`src/rtl/arith_pkg.sv`:
```
// Shared arithmetic definitions: FSM state encoding and a width helper
// for counter sizing.
package arith_pkg;

    localparam logic [1:0] ST_IDLE = 2'd0;
    localparam logic [1:0] ST_RUN  = 2'd1;
    localparam logic [1:0] ST_DONE = 2'd2;

    typedef enum logic [1:0] {
        StIdle = ST_IDLE,
        StRun  = ST_RUN,
        StDone = ST_DONE
    } state_e;

    // Bits needed to index n items; never returns 0 so a 1-entry counter still has a bit.
    function automatic int unsigned clog2_min1(input int unsigned n);
        int unsigned r;
        r = 0;
        while ((32'd1 << r) < n) begin
            r = r + 1;
        end
        return (r == 0) ? 1 : r;
    endfunction

endpackage

```
`src/rtl/chunk_adder.sv`:
```
// Combinational CHUNK-bit ripple-carry adder; also exposes the carry into its MSB
// so the caller can form the signed-overflow flag.
module chunk_adder #(
    parameter int unsigned CHUNK = 4
) (
    input  logic [CHUNK-1:0] a,
    input  logic [CHUNK-1:0] b,
    input  logic             c_in,
    output logic [CHUNK-1:0] s,
    output logic             c_out,
    output logic             c_msb_in
);

    logic [CHUNK:0] c;

    always_comb begin
        c    = '0;
        s    = '0;
        c[0] = c_in;
        for (int i = 0; i < int'(CHUNK); i++) begin
            s[i]   = a[i] ^ b[i] ^ c[i];
            c[i+1] = (a[i] & b[i]) | (a[i] & c[i]) | (b[i] & c[i]);
        end
    end

    assign c_out    = c[CHUNK];
    assign c_msb_in = c[CHUNK-1];

endmodule

```
`src/rtl/chunked_serial_adder.sv`:
```
// Multi-cycle WIDTH-bit adder/subtractor: CHUNK bits per cycle, carry held in a
// register between chunks, valid/ready handshakes on operand and result sides.
module chunked_serial_adder
    import arith_pkg::*;
#(
    parameter int unsigned WIDTH = 16,
    parameter int unsigned CHUNK = 4
) (
    input  logic             clk,
    input  logic             rst,
    input  logic             in_valid,
    output logic             in_ready,
    input  logic [WIDTH-1:0] a,
    input  logic [WIDTH-1:0] b,
    input  logic             cin,
    input  logic             op_sub,
    output logic             out_valid,
    input  logic             out_ready,
    output logic [WIDTH-1:0] sum,
    output logic             cout,
    output logic             ovf
);

    localparam int unsigned NCHUNK = WIDTH / CHUNK;
    localparam int unsigned KW     = clog2_min1(NCHUNK);

    if (CHUNK < 1 || CHUNK > WIDTH || (WIDTH % CHUNK) != 0) begin : g_bad_params
        $error("chunked_serial_adder: WIDTH must be a non-zero multiple of CHUNK");
    end

    state_e           state_q, state_d;
    logic [WIDTH-1:0] a_q, b_q, sum_q;
    logic             carry_q, cout_q, ovf_q;
    logic [KW-1:0]    k_q;

    logic [CHUNK-1:0] s_w;
    logic             c_out_w, c_msb_w;
    logic             last_chunk;

    // Operands are shifted right each RUN cycle, so the active chunk is always the low bits.
    chunk_adder #(
        .CHUNK(CHUNK)
    ) u_chunk (
        .a       (a_q[CHUNK-1:0]),
        .b       (b_q[CHUNK-1:0]),
        .c_in    (carry_q),
        .s       (s_w),
        .c_out   (c_out_w),
        .c_msb_in(c_msb_w)
    );

    assign last_chunk = (k_q == KW'(NCHUNK - 1));

    always_comb begin
        state_d   = state_q;
        in_ready  = 1'b0;
        out_valid = 1'b0;
        unique case (state_q)
            StIdle: begin
                in_ready = 1'b1;
                if (in_valid) state_d = StRun;
            end
            StRun: begin
                if (last_chunk) state_d = StDone;
            end
            StDone: begin
                out_valid = 1'b1;
                if (out_ready) state_d = StIdle;
            end
            default: state_d = StIdle;
        endcase
    end

    always_ff @(posedge clk) begin
        if (rst) begin
            state_q <= StIdle;
            a_q     <= '0;
            b_q     <= '0;
            sum_q   <= '0;
            carry_q <= 1'b0;
            cout_q  <= 1'b0;
            ovf_q   <= 1'b0;
            k_q     <= '0;
        end else begin
            state_q <= state_d;
            case (state_q)
                StIdle: begin
                    if (in_valid) begin
                        a_q     <= a;
                        // Subtract as a + ~b + ~cin: invert b and the borrow here.
                        b_q     <= op_sub ? ~b : b;
                        carry_q <= cin ^ op_sub;
                        k_q     <= '0;
                    end
                end
                StRun: begin
                    a_q     <= a_q >> CHUNK;
                    b_q     <= b_q >> CHUNK;
                    carry_q <= c_out_w;
                    cout_q  <= c_out_w;
                    ovf_q   <= c_out_w ^ c_msb_w;
                    for (int i = 0; i < int'(NCHUNK); i++) begin
                        if (k_q == KW'(i)) sum_q[i*CHUNK +: CHUNK] <= s_w;
                    end
                    k_q <= last_chunk ? '0 : k_q + KW'(1);
                end
                default: ;
            endcase
        end
    end

    assign sum  = sum_q;
    assign cout = cout_q;
    assign ovf  = ovf_q;

endmodule
```
`config.mk`:
```
export PLATFORM = sky130hd
export DESIGN_NAME = chunked_serial_adder
export DESIGN_NICKNAME = d
export VERILOG_FILES = /design/src/rtl/arith_pkg.sv /design/src/rtl/chunk_adder.sv /design/src/rtl/chunked_serial_adder.sv
export SDC_FILE = /design/constraint.sdc
export NUM_CORES = 1
export LEC_CHECK = 0
export ABC_AREA = 1
export CORE_ASPECT_RATIO = 0.5
export CORE_MARGIN = 2
export CORE_UTILIZATION = 40
export DETAILED_ROUTE_END_ITERATION = 7
export MAX_ROUTING_LAYER = met4
export PLACE_DENSITY = 0.62
export SLEW_MARGIN = 20
export SYNTH_ARGS = -nofsm -noshare
export SYNTH_HDL_FRONTEND = slang
export SYNTH_SLANG_ARGS = --single-unit
```
`constraint.sdc`:
```
create_clock -name clk -period 2.4 [get_ports clk]
set_input_delay 0.48 -clock clk [delete_from_list [all_inputs] [get_ports clk]]
set_output_delay 0.48 -clock clk [all_outputs]
set_load 0.02 [all_outputs]
```
=== Word level (Yosys, flattened, before mapping) ===
Index checks and enable logic that the tools add are counted.

* Flip-flop bits (word level): 55
* Input port bits: 38
* Output and inout bits: 20
* Logic and storage cells: 76

* Add/sub/neg operators: 1
* Equal/unequal tests: 8
* Muxes and demuxes: 16
* Bitwise operators: 31
* Reduce and logical (&&, ||, !) cells: 9

{| class="wikitable"
|+ Operators by type and width
! operator !! number
|-
| 16-bit case mux with 2 select lines || 2
|-
| 16-bit two-way mux || 3
|-
| 16-bit NOT || 1
|-
| 1-bit bitwise AND || 12
|-
| 2-bit two-way mux || 5
|-
| 2-bit AND reduction || 5
|-
| 1-bit bitwise XOR || 10
|-
| 1-bit bitwise OR || 8
|-
| 2-bit equality test, second input constant || 3
|-
| 2-bit inequality test, second input constant || 3
|-
| 2-bit case mux with 3 select lines || 1
|-
| 2-bit by 1-bit equality test with 1-bit output, second input constant || 2
|-
| 2-bit logical NOT || 2
|-
| 2-bit case mux with 2 select lines || 1
|-
| 1-bit two-way mux || 3
|-
| 3-bit AND reduction || 1
|-
| 2-bit by 1-bit adder with 2-bit output, second input constant || 1
|-
| 1-bit case mux with 2 select lines || 1
|-
| 2-bit nonzero test || 1
|}

=== Depth between registers and ports, before layout ===
* Word-level depth: 13
* Depth in mapped cells: 12
* Depth with buffers taken out: 12

=== Modules after synthesis ===
Synthesis repeated with hierarchy kept, for this count alone.

* Cells, all modules: 415
* Area, all modules: 2742.6 um^2

{| class="wikitable"
|+ Modules (own cells, without submodules)
! module !! times used !! cells an instance !! area each (um^2) !! seq. area each (um^2)
|-
| chunked_serial_adder || 1 || 401 || 2625.0 || 1101.1
|-
| chunk_adder || 1 || 14 || 117.6 || 0.0
|}

=== Worst setup path before layout ===
Ideal clock, no wire load.

* Path type: reg2reg
* Start: register a_q[0]
* End: register sum_q[15] (netlist: sum[15])
* Library setup time: 0.070 ns
* Arrival: 2.086 ns
* Data required time: 2.330 ns
* Setup slack: 0.243 ns
* Cell stages (with the launch flop): 11
* Path buffers: 0
* Period minus slack after synthesis: 2.157 ns
* Cells stage by stage: dfxtp_1 > inv_1 > fa_1 > inv_1 > fa_1 > fa_1 > inv_1 > fa_1 > inv_1 > nand3_1 > a21oi_1

* Longest elaborated chain between the ends: 10
* Elaborated cells on any way between the ends: 13
* Those cells by class: 13 x bitwise

{| class="wikitable"
|+ Ends and longest elaborated chain
! element !! RTL line !! RTL
|-
| start, declared || chunked_serial_adder.sv:32 || <nowiki>logic [WIDTH-1:0] a_q, b_q, sum_q;</nowiki>
|-
| start signal, assigned || chunked_serial_adder.sv:97 || <nowiki>a_q <= a_q >> CHUNK;</nowiki>
|-
| 1-bit bitwise AND || chunk_adder.sv:22 || <nowiki>c[i+1] = (a[i] & b[i]) | (a[i] & c[i]) | (b[i] & c[i]);</nowiki>
|-
| 1-bit bitwise OR * (2 in a row) || chunk_adder.sv:22 ||
|-
| 1-bit bitwise AND || chunk_adder.sv:22 ||
|-
| 1-bit bitwise OR || chunk_adder.sv:22 ||
|-
| 1-bit bitwise OR * || chunk_adder.sv:22 ||
|-
| 1-bit bitwise AND || chunk_adder.sv:22 ||
|-
| 1-bit bitwise OR || chunk_adder.sv:22 ||
|-
| 1-bit bitwise OR * || chunk_adder.sv:22 ||
|-
| 1-bit bitwise XOR * || chunk_adder.sv:21 || <nowiki>s[i] = a[i] ^ b[i] ^ c[i];</nowiki>
|-
| end signal, assigned by index || chunked_serial_adder.sv:103 || <nowiki>if (k_q == KW'(i)) sum_q[i*CHUNK +: CHUNK] <= s_w;</nowiki>
|-
| end, declared || chunked_serial_adder.sv:32 ||
|}

Mark *: on every way between the ends. The rest lies on a longest branch, timed or not.
A chain may end at the register's enable or synchronous reset.

=== Worst setup path after layout ===
* Start: register a_q[0]
* End: register sum_q[7] (netlist: sum[7])

Same word-level chain as after synthesis.

==> flow_summary.toml <==
[floorplan]
floorplan_die_area_um2 = 7628
placementRows = 21
die-width_um = 121.5
initial_utilization = 0.4139
io-pin-count = 58
floorplan.die.height_um = 62.77
floorplan.core_area_um2 = 6674

[detailed_routing]
num_vias = 2535
via_per_inst = 4.559
drt.antenna.violating_nets = 0
post_drt_wl_per_cell_um = 11.07
drt-total-wl_mm = 6.153
route.detailed.drc = 0
drt_pre_antenna_iters = 4
dr.first_iter.drc_count = 141

[setup_path]
data_required_time_at_the_worst_endpoint_ps = 2630
regToRegStartpoint = "a_q[0]$_SDFFE_PP0P_"
worst_ep_arrival_time_ps = 2470
worst-path-max-fanout = 4
endpoint_class_of_the_critical_path = "flop"
critical-path-max-stage-delay_ps = 410
setup.worst_path.class = "reg -> reg"
critPathLaunch = "a_q[0]$_SDFFE_PP0P_"
slowest_cell_on_the_critical_path = "sky130_fd_sc_hd__fa_1"
worst_setup_path_start_kind = "flop"
path_cells = "inv_1 > fa_1 > inv_1 > fa_1 > fa_2 > inv_1 > fa_1 > inv_2 > nand3_1 > a21oi_1"

[power_and_ir_drop]
power.sequential.fraction = 0.476
power_report.internal_total_mw = 1.506
cellPowerDensity_nw_per_um2 = 590.8
swShare = 0.2743
switching_power_mw = 0.5691
leak_pwr_nw = 1.611
ir_drop_uv = 403.4
p_clk_frac = 0.344
comb_power_share = 0.179

[sta]
fin_hold_ws_ps = 462.1
timing.final.crit_period_ps = 2246
rsz0062_at_grt = "yes"
final-hold-violation-count = 0
period_utilisation_layout = 0.9359
fin_worst_skew_ps = 7.576
final_max_slew_viol_count = 0
timing.max_slew.rel_slack = 0.5916
tightestPinTransition_ps = 611.8
max_clock_freq_ghz = 0.4452
report.final.setup_viol = 0

[finish]
fin_cells = 556
layout.cells.most_common_list = "sky130_fd_sc_hd__nand2_1, sky130_fd_sc_hd__nand3_1, sky130_fd_sc_hd__clkdlybuf4s50_1"
finalNetCount = 509
layout-drive-gt1-share = 0.04310
insertedDiodeCount = 0
area_growth_syn_to_layout_pct = 27.13
layout.filler_cells = 710
layout.cells.most_common = "sky130_fd_sc_hd__nand2_1"
fin_util = 0.5262

[yosys]
synthDistinctLibCells = 19
sequential_element_share_of_the_synthesized_area = 0.3986
mean_syn_cell_area_um2 = 6.673
syn_area_um2 = 2763
synth_warnings = 0
synthCells = 414
ys_seq_elements = 55
syn_nets = 460

[grt]
global_route.usage.total = 0.1813
grt_overflow = 0
grt_first_pass_wirelength_mm = 10.75
number_of_antenna_violations_at_the_first_check_in_global_routing = 0
grt_start_max_net_pins = 40
via_count_of_the_first_global_routing_pass = 2320

[cts]
worst_setup_hold_path_clk_slew_ps = 70
cts_tree = "built"
clock_latency_ps = 290
cts_root_buffer = "sky130_fd_sc_hd__clkbuf_16"
num_cts_buffers = 5
number_of_buffers_between_clock_root_and_the_deepest_sink = 2
cts-htree-levels = 2
post_cts_hold_buffer_count = 0
numClockSinks = 55

[hold_path]
hold_start = "sum[2]$_SDFFE_PP0P_"
worst_min_path_class = "reg -> reg"

[flow_run]
maxCapViolCount = 0

[outcome]
status = "finished clean"

[placement]
dpl.cell_count = 548
gpl.final_weighted_congestion = 0.7930
io_buffers = 57
hpwlAfterDp_mm = 4.288
==> Yosys cell counts (all sizes together) <==
| master | instances | area share |
|---|---|---|
| a21oi | 30 | 0.054 |
| buf | 17 | 0.041 |
| clkbuf | 5 | 0.0068 |
| dfxtp | 55 | 0.40 |
| fa | 4 | 0.029 |
| ha | 4 | 0.018 |
| inv | 51 | 0.069 |
| nand2 | 135 | 0.18 |
| nand3 | 70 | 0.13 |
| nor2 | 36 | 0.052 |
| o21ai | 1 | 0.0018 |
| or2 | 1 | 0.0023 |
| xor2 | 5 | 0.016 |
==> final cells by class <==
class / count / area, µm² / area share
Clock buffer: 6 / 128.9 / 0.03669
Timing Repair Buffer: 64 / 623.1 / 0.1774
Multi-Input combinational cell: 286 / 1340 / 0.3815
Clock inverter: 2 / 12.51 / 0.003563
Inverter: 51 / 191.4 / 0.05451
Tap cell: 92 / 115.1 / 0.03278
Sequential cell: 55 / 1101 / 0.3135
==> final timing paths <==
kind | end | slack, ps | depth (start not counted)
max | sum[7]$_SDFFE_PP0P_ | 150 | 10
min | sum[2]$_SDFFE_PP0P_ | 460 | 2
max reg2reg | sum[7]$_SDFFE_PP0P_ | 150 | 10
min reg2reg | sum[2]$_SDFFE_PP0P_ | 460 | 2
==> power by group through the flow <==
stage	Combinational [mW]	Sequential, mW	Clock, mW
2_1_floorplan	0.235	1.01	0
3_3_place_gp	0.373	1.01	0
3_5_place_dp	0.375	1.01	0
4_1_cts	0.376	0.989	0.729
5_1_grt	0.427	0.994	0.766
6_report	0.372	0.988	0.714
==> per-layer routing <==
metal / vias up / track usage / part of all wire
li1: 1383 / - / -
met5: - / - / 0
met4: 0 / 0.04310 / 0.0047
met3: 2 / 0.04197 / 0.044
met2: 51 / 0.2676 / 0.43
met1: 1099 / 0.2524 / 0.52
==> through the flow <==
| step | setup slack (ps) | power, mW | cell area (µm²) | TNS [ps] |
|---|---|---|---|---|
| 2_1_floorplan | 243.2 | 1.248 | 2763 | 0 |
| 3_3_place_gp | 120.2 | 1.382 | 3368 | 0 |
| 3_5_place_dp | 58.24 | 1.385 | 3368 | 0 |
| 4_1_cts | 40.81 | 2.094 | 3510 | 0 |
| 5_1_grt | -2.535 | 2.187 | 3512 | -2.535 |
| 6_report | 153.9 | 2.075 | 3512 | 0 |
==> kinds of logic after synthesis <==
family	Yosys count	share of synthesized area
simple gates	242	0.3650
buf+inv	73	0.1173
flops	55	0.3986
compound gates	31	0.05616
fa+ha+maj	8	0.04710
xor+xnor	5	0.01585
==> worst max-delay path, delay by kind of cell, from the launching register on <==
kind / cells / cell delay (ps)
buffers and inverters: 4 / 300
adders and majority gates: 4 / 1320
and+or+nand+nor: 1 / 80
DFF: 1 / 310
AOI/OAI and AO/OA: 1 / 170
==> state kept, by name (all words and copies together), names as in the netlist <==
signal,count
state_q,2
cout,1
carry_q,1
ovf,1
a_q,16
k_q,2
sum,16
b_q,16
==> what timing repair did <==
item	CTS	global route
setup endpoints to repair	0	4
gates resized for setup	0	2
setup buffers	0	0
(Power assumes the default switching activity.)
